===== src/rtl/attn_pkg.sv =====
// Shared types and default geometry for the attention score/exp/softmax pipeline.
package attn_pkg;

    typedef enum logic [1:0] {
        COLLECT = 2'd0,
        DIVIDE  = 2'd1,
        EMIT    = 2'd2
    } softmax_state_t;

    localparam int unsigned ATTN_N_SCORES = 4;
    localparam int unsigned ATTN_DATA_W   = 8;
    localparam int unsigned ATTN_OUT_W    = 8;
    localparam int unsigned Q0_8_ONE      = 256;

endpackage


===== src/rtl/seq_divider.sv =====
// Restoring divider producing one quotient bit per cycle; fixed Q_W-cycle latency after start.
module seq_divider #(
    parameter int unsigned NUM_W = 16,
    parameter int unsigned DEN_W = 10,
    parameter int unsigned Q_W   = 9
) (
    input  logic             clk,
    input  logic             rst,
    input  logic             start,
    input  logic [NUM_W-1:0] num,
    input  logic [DEN_W-1:0] den,
    output logic             busy,
    output logic             done,
    output logic [Q_W-1:0]   quot
);

    localparam int unsigned DSH_W = DEN_W + Q_W - 1;
    localparam int unsigned CNT_W = $clog2(Q_W + 1);

    logic [NUM_W-1:0] r_rem;
    logic [DSH_W-1:0] r_dsh;
    logic [Q_W-2:0]   r_quot;
    logic [CNT_W-1:0] r_cnt;
    logic             r_busy;

    logic             w_ge;
    logic [NUM_W-1:0] w_sub;
    logic [Q_W-1:0]   w_quot_nxt;

    // When the trial subtraction succeeds the shifted divisor fits in NUM_W bits.
    always_comb begin
        w_ge       = DSH_W'(r_rem) >= r_dsh;
        w_sub      = r_rem - r_dsh[NUM_W-1:0];
        w_quot_nxt = {r_quot, w_ge};
    end

    assign busy = r_busy;
    assign done = r_busy && (r_cnt == CNT_W'(1));
    assign quot = w_quot_nxt;

    always_ff @(posedge clk or posedge rst) begin
        if (rst) begin
            r_rem  <= '0;
            r_dsh  <= '0;
            r_quot <= '0;
            r_cnt  <= '0;
            r_busy <= 1'b0;
        end else if (start) begin
            r_rem  <= num;
            r_dsh  <= DSH_W'(den) << (Q_W - 1);
            r_quot <= '0;
            r_cnt  <= CNT_W'(Q_W);
            r_busy <= 1'b1;
        end else if (r_busy) begin
            r_rem  <= w_ge ? w_sub : r_rem;
            r_dsh  <= r_dsh >> 1;
            r_quot <= w_quot_nxt[Q_W-2:0];
            r_cnt  <= r_cnt - 1'b1;
            if (r_cnt == CNT_W'(1)) begin
                r_busy <= 1'b0;
            end
        end
    end

endmodule


===== src/rtl/softmax_norm.sv =====
// Buffers a row of exponentials, sums them, and streams e_i/sum as Q0.OUT_W weights.
module softmax_norm
    import attn_pkg::*;
#(
    parameter int unsigned N_SCORES = ATTN_N_SCORES,
    parameter int unsigned DATA_W   = ATTN_DATA_W,
    parameter int unsigned OUT_W    = ATTN_OUT_W
) (
    input  logic              clk,
    input  logic              rst,
    input  logic [DATA_W-1:0] ex_slv_in,
    input  logic              vld_slv_in,
    output logic              rdy_slv_out,
    output logic [OUT_W-1:0]  w_mst_out,
    output logic              vld_mst_out,
    output logic              last_mst_out,
    input  logic              rdy_mst_in
);

    localparam int unsigned SUM_W = DATA_W + $clog2(N_SCORES);
    localparam int unsigned IDX_W = $clog2(N_SCORES);
    localparam int unsigned NUM_W = DATA_W + OUT_W;
    localparam int unsigned Q_W   = OUT_W + 1;

    localparam logic [OUT_W:0]   W_ONE = (OUT_W + 1)'(1) << OUT_W;
    localparam logic [OUT_W-1:0] W_UNI = OUT_W'(W_ONE / N_SCORES);
    localparam logic [OUT_W-1:0] W_SAT = {OUT_W{1'b1}};

    softmax_state_t r_state, w_state_nxt;

    logic [IDX_W-1:0]  r_idx;
    logic [SUM_W-1:0]  r_sum;
    logic [DATA_W-1:0] r_buf [N_SCORES];
    logic [OUT_W-1:0]  r_w;
    logic              r_vld;

    logic              w_last_idx;
    logic              w_xfer_in;
    logic              w_xfer_out;
    logic              w_start;
    logic              w_div_start;
    logic              w_div_busy;
    logic              w_div_done;
    logic [Q_W-1:0]    w_div_quot;
    logic [IDX_W-1:0]  w_num_idx;
    logic [NUM_W-1:0]  w_num;
    logic [SUM_W-1:0]  w_den;
    logic [OUT_W-1:0]  w_weight;

    assign w_last_idx   = (r_idx == IDX_W'(N_SCORES - 1));
    assign w_xfer_in    = (r_state == COLLECT) && vld_slv_in;
    assign w_xfer_out   = (r_state == EMIT) && r_vld && rdy_mst_in;
    assign rdy_slv_out  = (r_state == COLLECT);
    assign w_mst_out    = r_w;
    assign vld_mst_out  = r_vld;
    assign last_mst_out = (r_state == EMIT) && w_last_idx;

    // The divider is loaded on the edge that enters DIVIDE, so the operands are
    // taken from next-state values: row restarts at index 0, sum includes the last input.
    always_comb begin
        w_num_idx = (r_state == COLLECT) ? '0 : r_idx + 1'b1;
        w_num     = {r_buf[w_num_idx], {OUT_W{1'b0}}};
        w_den     = (r_state == COLLECT) ? r_sum + SUM_W'(ex_slv_in) : r_sum;
    end

    always_comb begin
        if (r_sum == '0) begin
            w_weight = W_UNI;
        end else if (w_div_quot[OUT_W]) begin
            w_weight = W_SAT;
        end else begin
            w_weight = w_div_quot[OUT_W-1:0];
        end
    end

    always_comb begin
        w_state_nxt = r_state;
        w_start     = 1'b0;
        case (r_state)
            COLLECT: begin
                if (w_xfer_in && w_last_idx) begin
                    w_state_nxt = DIVIDE;
                    w_start     = 1'b1;
                end
            end
            DIVIDE: begin
                if (w_div_done) begin
                    w_state_nxt = EMIT;
                end
            end
            EMIT: begin
                if (w_xfer_out) begin
                    if (w_last_idx) begin
                        w_state_nxt = COLLECT;
                    end else begin
                        w_state_nxt = DIVIDE;
                        w_start     = 1'b1;
                    end
                end
            end
            default: w_state_nxt = COLLECT;
        endcase
    end

    assign w_div_start = w_start && !w_div_busy;

    always_ff @(posedge clk or posedge rst) begin
        if (rst) begin
            r_state <= COLLECT;
        end else begin
            r_state <= w_state_nxt;
        end
    end

    always_ff @(posedge clk or posedge rst) begin
        if (rst) begin
            r_idx <= '0;
            r_sum <= '0;
            r_w   <= '0;
            r_vld <= 1'b0;
            for (int i = 0; i < N_SCORES; i++) begin
                r_buf[i] <= '0;
            end
        end else begin
            case (r_state)
                COLLECT: begin
                    if (w_xfer_in) begin
                        r_buf[r_idx] <= ex_slv_in;
                        r_sum        <= r_sum + SUM_W'(ex_slv_in);
                        r_idx        <= w_last_idx ? '0 : r_idx + 1'b1;
                    end
                end
                DIVIDE: begin
                    if (w_div_done) begin
                        r_w   <= w_weight;
                        r_vld <= 1'b1;
                    end
                end
                EMIT: begin
                    if (w_xfer_out) begin
                        r_vld <= 1'b0;
                        if (w_last_idx) begin
                            r_sum <= '0;
                            r_idx <= '0;
                        end else begin
                            r_idx <= r_idx + 1'b1;
                        end
                    end
                end
                default: ;
            endcase
        end
    end

    seq_divider #(
        .NUM_W (NUM_W),
        .DEN_W (SUM_W),
        .Q_W   (Q_W)
    ) u_div (
        .clk   (clk),
        .rst   (rst),
        .start (w_div_start),
        .num   (w_num),
        .den   (w_den),
        .busy  (w_div_busy),
        .done  (w_div_done),
        .quot  (w_div_quot)
    );

endmodule


===== config.mk =====
export PLATFORM = sky130hd
export DESIGN_NAME = softmax_norm
export DESIGN_NICKNAME = d
export VERILOG_FILES = /design/src/rtl/attn_pkg.sv /design/src/rtl/seq_divider.sv /design/src/rtl/softmax_norm.sv
export SDC_FILE = /design/constraint.sdc
export NUM_CORES = 1
export LEC_CHECK = 0
export BUFFER_PORTS_ARGS = -buffer_cell sky130_fd_sc_hd__buf_2
export CORE_MARGIN = 5
export CORE_UTILIZATION = 45
export CTS_CLUSTER_SIZE = 8
export DETAILED_ROUTE_END_ITERATION = 7
export HOLD_SLACK_MARGIN = 0.05
export SLEW_MARGIN = 15
export SYNTH_ARGS = -nofsm -noshare
export SYNTH_HDL_FRONTEND = slang
export SYNTH_HIERARCHICAL = 1
export SYNTH_SLANG_ARGS = --single-unit
export TNS_END_PERCENT = 1

===== constraint.sdc =====
create_clock -name clk -period 2.7 [get_ports clk]
set_input_delay 0.405 -clock clk [delete_from_list [all_inputs] [get_ports clk]]
set_output_delay 0.405 -clock clk [all_outputs]
set_load 0.005 [all_outputs]

==> flow_summary_export.csv, run 1 <==
group,metric,value,unit
yosys,synth.cell_area,6300,um^2
hold_path,min_path_type,"primary input to asynchronous set/reset pin",
critical_path,slowest_stage,"sky130_fd_sc_hd__fa_1",
clock_tree,clock-root-buffer,"sky130_fd_sc_hd__clkbuf_16",
critical_path,critical_path_peak_fanout,10,
route,route.met3.wl,497,um
timing,timing.setup.tns,0,ns
status,status,"finished clean",
route,drt_pre_antenna_iters,5,
yosys,synth_seq_area_share,0.405,
global_route,grt_max_degree,57,
layout,syn_to_final_growth,9.56,%
critical_path,crit_path_max_incr_delay,0.41,ns
critical_path,crit_buf_inv,2,
yosys,synth-edff-count,0,
clock_tree,cts_max_level,3,
timing,fin_skew,0.00950,ns
run,drv.max_cap_violation_count,0,
global_route,grtUsageTotal,0.188,
route,remaining_drc_errors,0,
clock_tree,max-clock-path-buffers,2,
route,routed_wire_length_per_instance,17.3,um
yosys,ys.flop_type,"sky130_fd_sc_hd__dfrtp_1",
layout,seqCellArea,2550,um^2
clock_tree,cts_tree,"done",
route,wl_met1,6.93,mm
yosys,asyncSetResetFlopFracSynth,1.00,
clock_tree,tritoncts.num_buffers,9,
timing,max_freq,395,MHz
layout,layout-drive-gt1-share,0.167,
global_route,antenna_violations_before_repair,0,
critical_path,worst-r2r-setup-slack,0.17,ns
timing,worst_max_slew_margin_expressed_relative_to_the_limit,0.523,
floorplan,design.die.area,16500,um^2
route,vias,4821,
placement,detailedPlacementHpwl,10.8,mm
layout,num-fill-cells,1284,
clock_tree,cts.clk_slew.worst_paths,0.08,ns
critical_path,required,2.93,ns
route,wire_length_after_detailed_routing,14.7,mm
critical_path,r2r.worst_path.cells,10,
layout,n_antenna_cell,0,
floorplan,floorplan.initialDensity,0.455,
route,detail_route.iter0.violations,269,
critical_path,critPathLaunchType,"flip-flop",
yosys,synth.avg_cell_area,9.79,um^2
timing,slew_limit_fails,0,
critical_path,path_common_cell,"sky130_fd_sc_hd__inv_1",
critical_path,worst_ep_arrival_time,2.76,ns
clock_tree,tritoncts_sink_count,102,
global_route,grt_pass1_vias,4785,
layout,finish.cell_count_without_fillers,851,
yosys,yosys_warnings,6,
placement,dp_cells,835,
clock_tree,worstSkewPairLatency,0.36,ns
placement,gpl.final_weighted_congestion,0.925,
power,max-vdd-ir-drop,0.000565,V
global_route,grt_first_pass_wirelength,24.7,mm
floorplan,site_rows,43,
timing,unrepaired_setup_endpoints_after_global_routing,"no",
placement,place.port_buffers,22,
layout,design.final.nets,710,
timing,min_period_over_period,0.937,
route,post_drt_via_cell_ratio,5.67,
power,leakage_power_of_the_design,3.05,nW
route,postRouteAntennaNets,0,
timing,post_layout_min_period,2.53,ns
floorplan,io_pins,23,
critical_path,setup.worst_path.class,"flip-flop to flip-flop",
layout,multi_input_area,3450,um^2
critical_path,crit_chain,"inv_1 -> ha_1 -> inv_1 -> fa_1 -> a211oi_2 -> o21ai_2 -> nor3b_4 -> o211a_2 -> o21ai_0 -> a31oi_1",
timing,setup_violations,0,
route,dr_wl_met2,7.02,mm
floorplan,die-width,128,um
critical_path,timing.critical_path.max_delay_family,"compound AO/OA/AOI/OAI gates",
global_route,gr-total-overflow,0,
yosys,ys_types,80,
power,power_density,1400,nW/um^2
route,topRoutingLayerUsed,"met4",
yosys,yosys_register_bits,102,
floorplan,coreArea,13800,um^2
floorplan,vert_die_dim,128,um
critical_path,worst_r2r_startpoint,"u_div/r_rem[0]$_DFFE_PP0P_",
timing,report.final.hold_viol_count,0,
yosys,synth_cells,643,
critical_path,crit_path_end_kind,"flip-flop",
timing,worst_pin_slew,0.714,ns
critical_path,critical_path.reg2reg.endpoint,"u_div/r_rem[10]$_DFFE_PP0P_",
clock_tree,cts.hold.buffers_added,0,
[worst max path at each step]
stage | start | to | slack, ns | cells past startpoint
after global routing | u_div/r_rem[0]$_DFFE_PP0P_ | u_div/r_rem[11]$_DFFE_PP0P_ | 0.01 | 10
after floorplan | u_div/r_rem[0]$_DFFE_PP0P_ | u_div/r_rem[0]$_DFFE_PP0P_ | 0.38 | 11
after detailed placement | u_div/r_rem[0]$_DFFE_PP0P_ | u_div/r_rem[0]$_DFFE_PP0P_ | 0.12 | 10
final | u_div/r_rem[0]$_DFFE_PP0P_ | u_div/r_rem[10]$_DFFE_PP0P_ | 0.17 | 10
after global placement | u_div/r_rem[0]$_DFFE_PP0P_ | u_div/r_rem[0]$_DFFE_PP0P_ | 0.15 | 10
after CTS | u_div/r_rem[0]$_DFFE_PP0P_ | u_div/r_rem[0]$_DFFE_PP0P_ | 0.11 | 10
[sequential cells by signal, summed over array words and instances, names as in the netlist, 2 cells and up]
register,count
r_buf,32
u_div/r_dsh,18
u_div/r_rem,16
r_sum,10
u_div/r_quot,8
w_mst_out,8
u_div/r_cnt,4
r_idx,2
r_state,2
[power by group]
group	switching (mW)	internal [mW]	leakage (nW)
registers	0.568	2.25	1.25
clock network	0.660	0.665	0.150
logic	3.06	2.43	1.64
[placed cells by master, fill, tap and decap left out, types with 7 or more instances in the layout]
cell type                   count
sky130_fd_sc_hd__a21o_1         8
sky130_fd_sc_hd__a21oi_1       28
sky130_fd_sc_hd__a22oi_1       14
sky130_fd_sc_hd__a31oi_1        9
sky130_fd_sc_hd__and2_1        14
sky130_fd_sc_hd__buf_2         22
sky130_fd_sc_hd__buf_4         19
sky130_fd_sc_hd__clkbuf_16      9
sky130_fd_sc_hd__conb_1         8
sky130_fd_sc_hd__dfrtp_1      101
sky130_fd_sc_hd__ha_1          30
sky130_fd_sc_hd__inv_1         26
sky130_fd_sc_hd__mux2_1        16
sky130_fd_sc_hd__mux2_2        28
sky130_fd_sc_hd__mux2i_1       27
sky130_fd_sc_hd__nand2_1       51
sky130_fd_sc_hd__nand2b_1       7
sky130_fd_sc_hd__nand3_1       16
sky130_fd_sc_hd__nand4_1        7
sky130_fd_sc_hd__nor2_1        57
sky130_fd_sc_hd__nor3_1         8
sky130_fd_sc_hd__o21ai_0       44
sky130_fd_sc_hd__xnor2_1       16
[metal layers]
metal / GRT usage / up-vias
li1: - / 2347
met1: 0.250 / 2371
met2: 0.308 / 83
met3: 0.0450 / 20
met4: 0.0474 / 0
met5: 0 / -
[stage by stage]
step / hold slack [ns] / area, um^2 / utilization / setup slack, ns / power [mW]
floorplan: 0.452 / 6320 / - / 0.380 / 6.97
global placement: 0.461 / 6590 / 0.477 / 0.147 / 8.18
detailed placement: 0.474 / 6590 / 0.477 / 0.121 / 8.28
CTS: 0.136 / 6900 / 0.499 / 0.106 / 9.66
global route: 0.170 / 6900 / 0.499 / 0.0133 / 10.4
finish: 0.128 / 6900 / 0.499 / 0.170 / 9.64
[final cells by class]
class | instances | share of cell area
Timing Repair Buffer | 41 | 0.0366
Tap cell | 180 | 0.0326
Clock inverter | 7 | 0.0118
Multi-Input combinational cell | 482 | 0.500
Inverter | 30 | 0.0163
Sequential cell | 102 | 0.370
Clock buffer | 9 | 0.0326
[cells in the mapped netlist (6+ instances only)]
cell type | n | area, um^2
sky130_fd_sc_hd__dfrtp_1 | 102 | 2550
sky130_fd_sc_hd__nor2_1 | 57 | 214
sky130_fd_sc_hd__nand2_1 | 51 | 191
sky130_fd_sc_hd__o21ai_0 | 44 | 220
sky130_fd_sc_hd__ha_1 | 30 | 375
sky130_fd_sc_hd__a21oi_1 | 28 | 140
sky130_fd_sc_hd__inv_1 | 28 | 105
sky130_fd_sc_hd__mux2_2 | 28 | 315
sky130_fd_sc_hd__mux2i_1 | 27 | 270
sky130_fd_sc_hd__mux2_1 | 16 | 180
sky130_fd_sc_hd__nand3_1 | 16 | 80.1
sky130_fd_sc_hd__xnor2_1 | 16 | 140
sky130_fd_sc_hd__a22oi_1 | 14 | 105
sky130_fd_sc_hd__and2_1 | 14 | 87.6
sky130_fd_sc_hd__clkbuf_1 | 12 | 45.0
sky130_fd_sc_hd__a31oi_1 | 9 | 56.3
sky130_fd_sc_hd__buf_2 | 9 | 45.0
sky130_fd_sc_hd__buf_4 | 9 | 67.6
sky130_fd_sc_hd__nor3_1 | 9 | 45.0
sky130_fd_sc_hd__a21o_1 | 8 | 60.1
sky130_fd_sc_hd__nand2b_1 | 7 | 43.8
sky130_fd_sc_hd__nand4_1 | 7 | 43.8
sky130_fd_sc_hd__a211oi_1 | 6 | 45.0
sky130_fd_sc_hd__a41oi_1 | 6 | 52.6
sky130_fd_sc_hd__o211ai_1 | 6 | 45.0
sky130_fd_sc_hd__o31ai_1 | 6 | 45.0
sky130_fd_sc_hd__xor2_1 | 6 | 52.6
[what timing repair did]
action,in CTS,in global routing
buffers inserted,0,0
setup endpoints to repair,0,7
resized for setup,0,2
[worst reg2reg max path, cell delays in order (launching register included)]
cell and delay [ns]:
sky130_fd_sc_hd__dfrtp_1 0.38, sky130_fd_sc_hd__inv_1 0.06, sky130_fd_sc_hd__ha_1 0.15, sky130_fd_sc_hd__inv_1 0.05, sky130_fd_sc_hd__fa_1 0.41, sky130_fd_sc_hd__a211oi_2 0.29
sky130_fd_sc_hd__o21ai_2 0.13, sky130_fd_sc_hd__nor3b_4 0.18, sky130_fd_sc_hd__o211a_2 0.36, sky130_fd_sc_hd__o21ai_0 0.28, sky130_fd_sc_hd__a31oi_1 0.12
[cells by family (layout without fill, tap and decap cells)]
family | Yosys count | in the layout | share of synthesized area
compound gates | 162 | 162 | 0.175
xor+xnor | 22 | 22 | 0.0306
fa+ha+maj | 32 | 32 | 0.0660
buf+inv | 66 | 87 | 0.0523
flops | 102 | 102 | 0.405
mux | 72 | 72 | 0.124
other cells | 1 | 8 | 0.000595
simple gates | 186 | 186 | 0.146
No activity file was read; power rests on OpenSTA's default activity.
==> run 2: changes to the inputs <==
--- a/config.mk
+++ b/config.mk
@@ -7,13 +7,13 @@
 export LEC_CHECK = 0
 export BUFFER_PORTS_ARGS = -buffer_cell sky130_fd_sc_hd__buf_2
 export CORE_MARGIN = 5
-export CORE_UTILIZATION = 45
+export CORE_UTILIZATION = 62
 export CTS_CLUSTER_SIZE = 8
 export DETAILED_ROUTE_END_ITERATION = 7
 export HOLD_SLACK_MARGIN = 0.05
+export PLACE_DENSITY = 0.8
 export SLEW_MARGIN = 15
 export SYNTH_ARGS = -nofsm -noshare
 export SYNTH_HDL_FRONTEND = slang
-export SYNTH_HIERARCHICAL = 1
 export SYNTH_SLANG_ARGS = --single-unit
 export TNS_END_PERCENT = 1
==> flow_summary_export.csv, run 2 <==
group,metric,value,unit
floorplan,design.die.area,11500,um^2
critical_path,worst_ep_arrival_time,2.91,ns
floorplan,vert_die_dim,107,um
route,wire_length_after_detailed_routing,13.9,mm
clock_tree,cts.hold.buffers_added,0,
critical_path,crit_path_end_kind,"flip-flop",
route,post_drt_via_cell_ratio,6.14,
clock_tree,clock-root-buffer,"sky130_fd_sc_hd__clkbuf_8",
route,remaining_drc_errors,0,
timing,report.final.hold_viol_count,0,
placement,place.port_buffers,22,
layout,finish.cell_count_without_fillers,782,
timing,slew_limit_fails,0,
route,routed_wire_length_per_instance,17.7,um
yosys,yosys_register_bits,102,
critical_path,critical_path_peak_fanout,6,
status,status,"finished clean",
layout,layout-drive-gt1-share,0.167,
global_route,grt_max_degree,36,
layout,top_register,"r_buf",
yosys,synth_nets,665,
layout,reg.largest.list,"r_buf x32, u_div.r_dsh x18, u_div.r_rem x16",
timing,unrepaired_setup_endpoints_after_global_routing,"no",
yosys,synth_seq_area_share,0.434,
route,vias,4801,
clock_tree,cts_tree,"done",
global_route,global_route.peak_usage_layer,"met2",
timing,worst_max_slew_margin_expressed_relative_to_the_limit,0.477,
placement,dp_cells,764,
yosys,synth_cells,621,
global_route,grtUsageTotal,0.253,
yosys,synthMostInstantiatedCell,"sky130_fd_sc_hd__dfrtp_1",
yosys,synth.avg_cell_area,9.48,um^2
global_route,grt.met2_usage,0.427,
hold_path,min_path_type,"primary input to asynchronous set/reset pin",
timing,post_layout_min_period,2.60,ns
yosys,asyncSetResetFlopFracSynth,1.00,
layout,num-fill-cells,720,
global_route,antenna_violations_before_repair,0,
yosys,ys_types,64,
global_route,grt_first_pass_wirelength,23.1,mm
critical_path,required,3.01,ns
timing,max_freq,384,MHz
power,power_density,1420,nW/um^2
placement,gpl.final_weighted_congestion,0.920,
critical_path,slowest_stage,"sky130_fd_sc_hd__dfrtp_1",
layout,design.final.nets,692,
floorplan,coreArea,9240,um^2
layout,final_core_util,0.696,
run,drv.max_cap_violation_count,0,
critical_path,setup.worst_path.class,"flip-flop to flip-flop",
yosys,netlist_top_cells_count,"102 x sky130_fd_sc_hd__dfrtp_1, 78 x sky130_fd_sc_hd__nand2_1, 51 x sky130_fd_sc_hd__o21ai_0, 50 x sky130_fd_sc_hd__a21oi_1, 36 x sky130_fd_sc_hd__nor2_1",
yosys,post-synth-top-area-fraction,0.434,
critical_path,crit_chain,"ha_1 -> fa_2 -> or2b_1 -> a21o_1 -> a311oi_4 -> o31ai_4 -> or3_1 -> a21oi_1",
critical_path,critPathLaunchType,"flip-flop",
global_route,grt_use_met3,0.0486,
clock_tree,cts_max_level,3,
floorplan,die-width,107,um
timing,worst_pin_slew,0.783,ns
layout,seqCellArea,2550,um^2
timing,setup_violations,0,
route,detail_route.iter0.violations,275,
floorplan,floorplan.initialDensity,0.637,
power,leakage_power_of_the_design,2.89,nW
power,max-vdd-ir-drop,0.000899,V
layout,n_antenna_cell,0,
placement,detailedPlacementHpwl,10.2,mm
clock_tree,cts.clk_slew.worst_paths,0.10,ns
clock_tree,max-clock-path-buffers,2,
layout,syn_to_final_growth,9.25,%
yosys,synth.cell_area,5880,um^2
global_route,globalRouteMet1Util,0.318,
yosys,synth_area_leaders,"sky130_fd_sc_hd__dfrtp_1 43%, sky130_fd_sc_hd__mux2_2 6.7%, sky130_fd_sc_hd__ha_1 6.4%",
layout,layout.cells.most_common,"sky130_fd_sc_hd__dfrtp_1",
layout,flip_flop_count_of_the_largest_register_all_copies_and_words_added,32,
floorplan,site_rows,35,
global_route,gr-total-overflow,0,
clock_tree,tritoncts.num_buffers,9,
route,drt_pre_antenna_iters,5,
yosys,synth-edff-count,0,
global_route,grt_pass1_vias,4715,
layout,most-common-layout-cells,"102 x sky130_fd_sc_hd__dfrtp_1, 78 x sky130_fd_sc_hd__nand2_1, 51 x sky130_fd_sc_hd__o21ai_0",
timing,min_period_over_period,0.964,
timing,timing.setup.tns,0,ns
floorplan,io_pins,23,
timing,fin_skew,0.0102,ns
yosys,synthDominantAreaCellType,"sky130_fd_sc_hd__dfrtp_1",
critical_path,crit_path_max_incr_delay,0.40,ns
route,postRouteAntennaNets,0,
layout,multi_input_area,3070,um^2
clock_tree,tritoncts_sink_count,102,
clock_tree,worstSkewPairLatency,0.38,ns
timing,hold_slack,0.148,ns
yosys,yosys_warnings,0,
yosys,ys.flop_type,"sky130_fd_sc_hd__dfrtp_1",
## run 2: cell types whose count changed in the layout (fill, tap and decap cells not counted), sizes merged, moves of 6 or more
cell and delta:
a21oi +21, a22oi -12, a41oi -6, and2 -12, conb -8, mux2 -10, mux2i -18, nand2 +27
nor2 -21, or3 +6
## run 2: final cells by class
class / count / share of cell area
Sequential cell: 102 / 0.397
Inverter: 31 / 0.0187
Clock buffer: 11 / 0.0235
Multi-Input combinational cell: 458 / 0.478
Tap cell: 129 / 0.0251
Timing Repair Buffer: 46 / 0.0477
Clock inverter: 5 / 0.0101
## run 2: power breakdown
| group | switching [mW] | internal [mW] | total, mW |
|---|---|---|---|
| sequential | 0.521 | 2.24 | 2.77 |
| combinational | 2.99 | 2.30 | 5.29 |
| clock | 0.564 | 0.489 | 1.05 |
## run 2: worst max-delay path, delay by kind of cell (launching register included)
family / cells / cell delay (ns)
AO/OA/AOI/OAI: 4 / 0.90
AND/OR/NAND/NOR: 2 / 0.65
adder cells (fa/ha/maj): 2 / 0.58
flip-flops: 1 / 0.40
## run 2: final timing paths
| kind | startpoint | end | slack [ns] | cells past startpoint |
|---|---|---|---|---|
| setup / recovery | u_div.r_dsh[0]$_DFFE_PP0P_ | u_div.r_rem[3]$_DFFE_PP0P_ | 0.1 | 8 |
| hold / removal | rst | u_div.r_cnt[1]$_DFFE_PP0P_ | 0.15 | 2 |
| setup reg to reg | u_div.r_dsh[0]$_DFFE_PP0P_ | u_div.r_rem[3]$_DFFE_PP0P_ | 0.1 | 8 |
| hold reg to reg | w_mst_out[1]$_DFFE_PP0P_ | w_mst_out[1]$_DFFE_PP0P_ | 0.48 | 2 |
| max in group asynchronous | rst | r_sum[1]$_DFFE_PP0P_ | 1.84 | 3 |
| min in group clk | ex_slv_in[7] | r_buf[7]$_DFFE_PP0P_ | 0.32 | 2 |
## run 2: metal layers
layer	wire, um	vias to the layer above	part of all wire
li1	-	2275	-
met1	5720	2344	0.41
met5	0	-	0
met2	6910	151	0.50
met3	806	31	0.058
met4	435	0	0.031
## run 2: repair_timing
action                                  in CTS  in global routing
setup buffers                                0                  2
endpoints found under the setup margin       0                  5
gates resized for setup                      0                  2
## run 2: metrics by stage
stage	instance area, um^2	power [mW]	worst slack [ns]
after global routing	6430	9.86	0.0234
after detailed placement	6190	7.89	0.0555
final	6430	9.11	0.0963
after CTS	6410	8.98	0.0327
after floorplan	5890	6.60	0.200
after global placement	6190	7.63	0.122
## run 2: logic make-up after synthesis
kind of cell	count (synthesis)	share of synthesized area
XOR/XNOR	17	0.0253
AND/OR/NAND/NOR	190	0.153
AO/OA/AOI/OAI	175	0.191
buffers and inverters	61	0.0447
adder cells (fa/ha/maj)	32	0.0706
multiplexers	44	0.0823
flip-flops	102	0.434
==> run 3: changes to the inputs <==
--- a/config.mk
+++ b/config.mk
@@ -6,6 +6,7 @@
 export NUM_CORES = 1
 export LEC_CHECK = 0
 export BUFFER_PORTS_ARGS = -buffer_cell sky130_fd_sc_hd__buf_2
+export CORE_ASPECT_RATIO = 1.2
 export CORE_MARGIN = 5
 export CORE_UTILIZATION = 62
 export CTS_CLUSTER_SIZE = 8
==> flow_summary_export.csv, run 3 (synthesis results as in run 2) <==
group,metric,value,unit
clock_tree,cts.hold.buffers_added,0,
layout,final_core_util,0.687,
clock_tree,cts.clk_slew.worst_paths,0.07,ns
critical_path,worst-r2r-setup-slack,0.07,ns
floorplan,site_rows,39,
timing,slew_limit_fails,0,
clock_tree,tritoncts_sink_count,102,
critical_path,worst_ep_arrival_time,2.90,ns
critical_path,worst_r2r_startpoint,"u_div.r_rem[0]$_DFFE_PP0P_",
power,power_density,1430,nW/um^2
timing,report.final.hold_viol_count,0,
critical_path,slowest_stage,"sky130_fd_sc_hd__or4_4",
placement,detailedPlacementHpwl,10.1,mm
power,seq_power_share,0.299,
route,postRouteAntennaNets,0,
placement,place.port_buffers,22,
global_route,gr-total-overflow,0,
timing,worst_pin_slew,0.976,ns
critical_path,critical_path_peak_fanout,6,
global_route,antenna_violations_before_repair,0,
floorplan,vert_die_dim,117,um
layout,seqCellArea,2550,um^2
critical_path,crit_path_end_kind,"flip-flop",
layout,multi_input_area,3080,um^2
power,netSwitchingFraction,0.435,
power,power_frac_comb,0.568,
clock_tree,max-clock-path-buffers,2,
layout,most-common-layout-cells,"102 x sky130_fd_sc_hd__dfrtp_1, 78 x sky130_fd_sc_hd__nand2_1, 51 x sky130_fd_sc_hd__o21ai_0",
layout,n_antenna_cell,0,
route,wire_length_after_detailed_routing,13.7,mm
critical_path,setup.worst_path.class,"flip-flop to flip-flop",
layout,top_register,"r_buf",
critical_path,crit_path_max_incr_delay,0.57,ns
route,vias,4755,
timing,post_layout_min_period,2.63,ns
power,switchingPower,4.03,mW
power,total_power,9.26,mW
layout,finish.cell_count_without_fillers,774,
global_route,grt_first_pass_wirelength,23.5,mm
power,internal_power_of_the_cells,5.23,mW
critical_path,critical_path.reg2reg.endpoint,"u_div.r_rem[13]$_DFFE_PP0P_",
critical_path,critPathLaunchType,"flip-flop",
floorplan,design.die.area,11500,um^2
critical_path,required,2.97,ns
floorplan,floorplan.initialDensity,0.625,
layout,num-fill-cells,717,
status,status,"finished clean",
critical_path,crit_chain,"inv_1 -> ha_1 -> fa_2 -> or2b_1 -> a21o_1 -> a311oi_4 -> o31ai_4 -> or4_4 -> o211ai_2",
layout,reg.largest.list,"r_buf x32, u_div.r_dsh x18, u_div.r_rem x16",
placement,gpl.final_weighted_congestion,0.903,
floorplan,die-width,98.9,um
layout,syn_to_final_growth,9.93,%
power,max-vdd-ir-drop,0.000741,V
global_route,grt_max_degree,54,
route,post_drt_via_cell_ratio,6.14,
route,drt_pre_antenna_iters,5,
timing,unrepaired_setup_endpoints_after_global_routing,"yes",
layout,layout-drive-gt1-share,0.163,
power,leakage_power_of_the_design,2.92,nW
global_route,grtUsageTotal,0.256,
layout,postLayoutCellArea,6470,um^2
clock_tree,clock-root-buffer,"sky130_fd_sc_hd__clkbuf_16",
timing,fin_skew,0.00362,ns
layout,flip_flop_count_of_the_largest_register_all_copies_and_words_added,32,
hold_path,min_path_type,"primary input to asynchronous set/reset pin",
route,routed_wire_length_per_instance,17.6,um
critical_path,r2r.worst_path.cells,9,
global_route,grt_pass1_vias,4895,
clock_tree,worstSkewPairLatency,0.35,ns
placement,placed_area,6150,um^2
run,drv.max_cap_violation_count,0,
route,detail_route.iter0.violations,210,
clock_tree,tritoncts.num_buffers,9,
timing,setup_violations,0,
floorplan,coreArea,9420,um^2
timing,worst_max_slew_margin_expressed_relative_to_the_limit,0.332,
layout,design.final.nets,690,
clock_tree,cts_tree,"done",
power,power_frac_clock,0.133,
placement,dp_cells,753,
floorplan,io_pins,23,
layout,layout.cells.most_common,"sky130_fd_sc_hd__dfrtp_1",
route,remaining_drc_errors,0,
clock_tree,cts_max_level,3,
timing,max_freq,380,MHz
timing,min_period_over_period,0.975,
-- run 3: changes by cell type in the layout (fill, tap and decap cells not counted), sizes merged --
cell and delta:
buf -2, clkinv +3, inv -2, clkinvlp -2, clkbuf +2, bufinv -1
-- run 3: how the worst max path moves through the flow --
stage | slack [ns] | to | from
finish | 0.07 | u_div.r_rem[13]$_DFFE_PP0P_ | u_div.r_rem[0]$_DFFE_PP0P_
global route | -0.02 | u_div.r_rem[13]$_DFFE_PP0P_ | u_div.r_rem[0]$_DFFE_PP0P_
CTS | 0.02 | u_div.r_rem[13]$_DFFE_PP0P_ | u_div.r_dsh[0]$_DFFE_PP0P_
detailed placement | 0.04 | u_div.r_rem[13]$_DFFE_PP0P_ | u_div.r_dsh[0]$_DFFE_PP0P_
global placement | 0.11 | u_div.r_rem[13]$_DFFE_PP0P_ | u_div.r_dsh[0]$_DFFE_PP0P_
floorplan | 0.20 | u_div.r_rem[13]$_DFFE_PP0P_ | u_div.r_dsh[0]$_DFFE_PP0P_
-- run 3: cell type report --
| class | instances | area share |
|---|---|---|
| repair buffers | 44 | 0.0445 |
| well taps | 123 | 0.0238 |
| flip-flops and latches | 102 | 0.395 |
| clock buffers | 13 | 0.0402 |
| inverters | 31 | 0.0186 |
| multi-input cells | 458 | 0.475 |
| clock inverters | 3 | 0.00290 |
-- run 3: power by group through the flow --
stage          clock network (mW)  registers, mW  logic (mW)
2_1_floorplan                   0           2.62        3.99
3_3_place_gp                    0           2.72        4.87
3_5_place_dp                    0           2.77        5.07
4_1_cts                      1.25           2.75        5.11
5_1_grt                      1.32           2.85        5.85
6_report                     1.23           2.77        5.26
-- run 3: what timing repair did --
| action | CTS | global route |
|---|---|---|
| setup buffers | 0 | 5 |
| setup endpoints to repair | 0 | 11 |
| gates resized for setup | 0 | 2 |
-- run 3: per-layer routing --
layer	wire length (um)	part of all wire	global-route usage
met3	508	0.037	0.0364
met1	5360	0.39	0.297
met5	0	0	0
met2	7270	0.53	0.463
met4	517	0.038	0.128
-- run 3: metrics by stage --
step           setup WS (ns)  setup TNS, ns  hold slack, ns
6_report              0.0686              0           0.132
5_1_grt              -0.0213        -0.0357           0.183
4_1_cts               0.0201              0           0.150
3_5_place_dp          0.0395              0           0.470
3_3_place_gp           0.113              0           0.457
2_1_floorplan          0.200              0           0.449
-- run 3: worst max-delay path, delay by kind of cell, from the launching register on --
family / cells / cell delay (ns)
buf+inv: 1 / 0.05
flops: 1 / 0.36
simple gates: 2 / 0.80
fa+ha+maj: 2 / 0.55
compound gates: 4 / 0.79
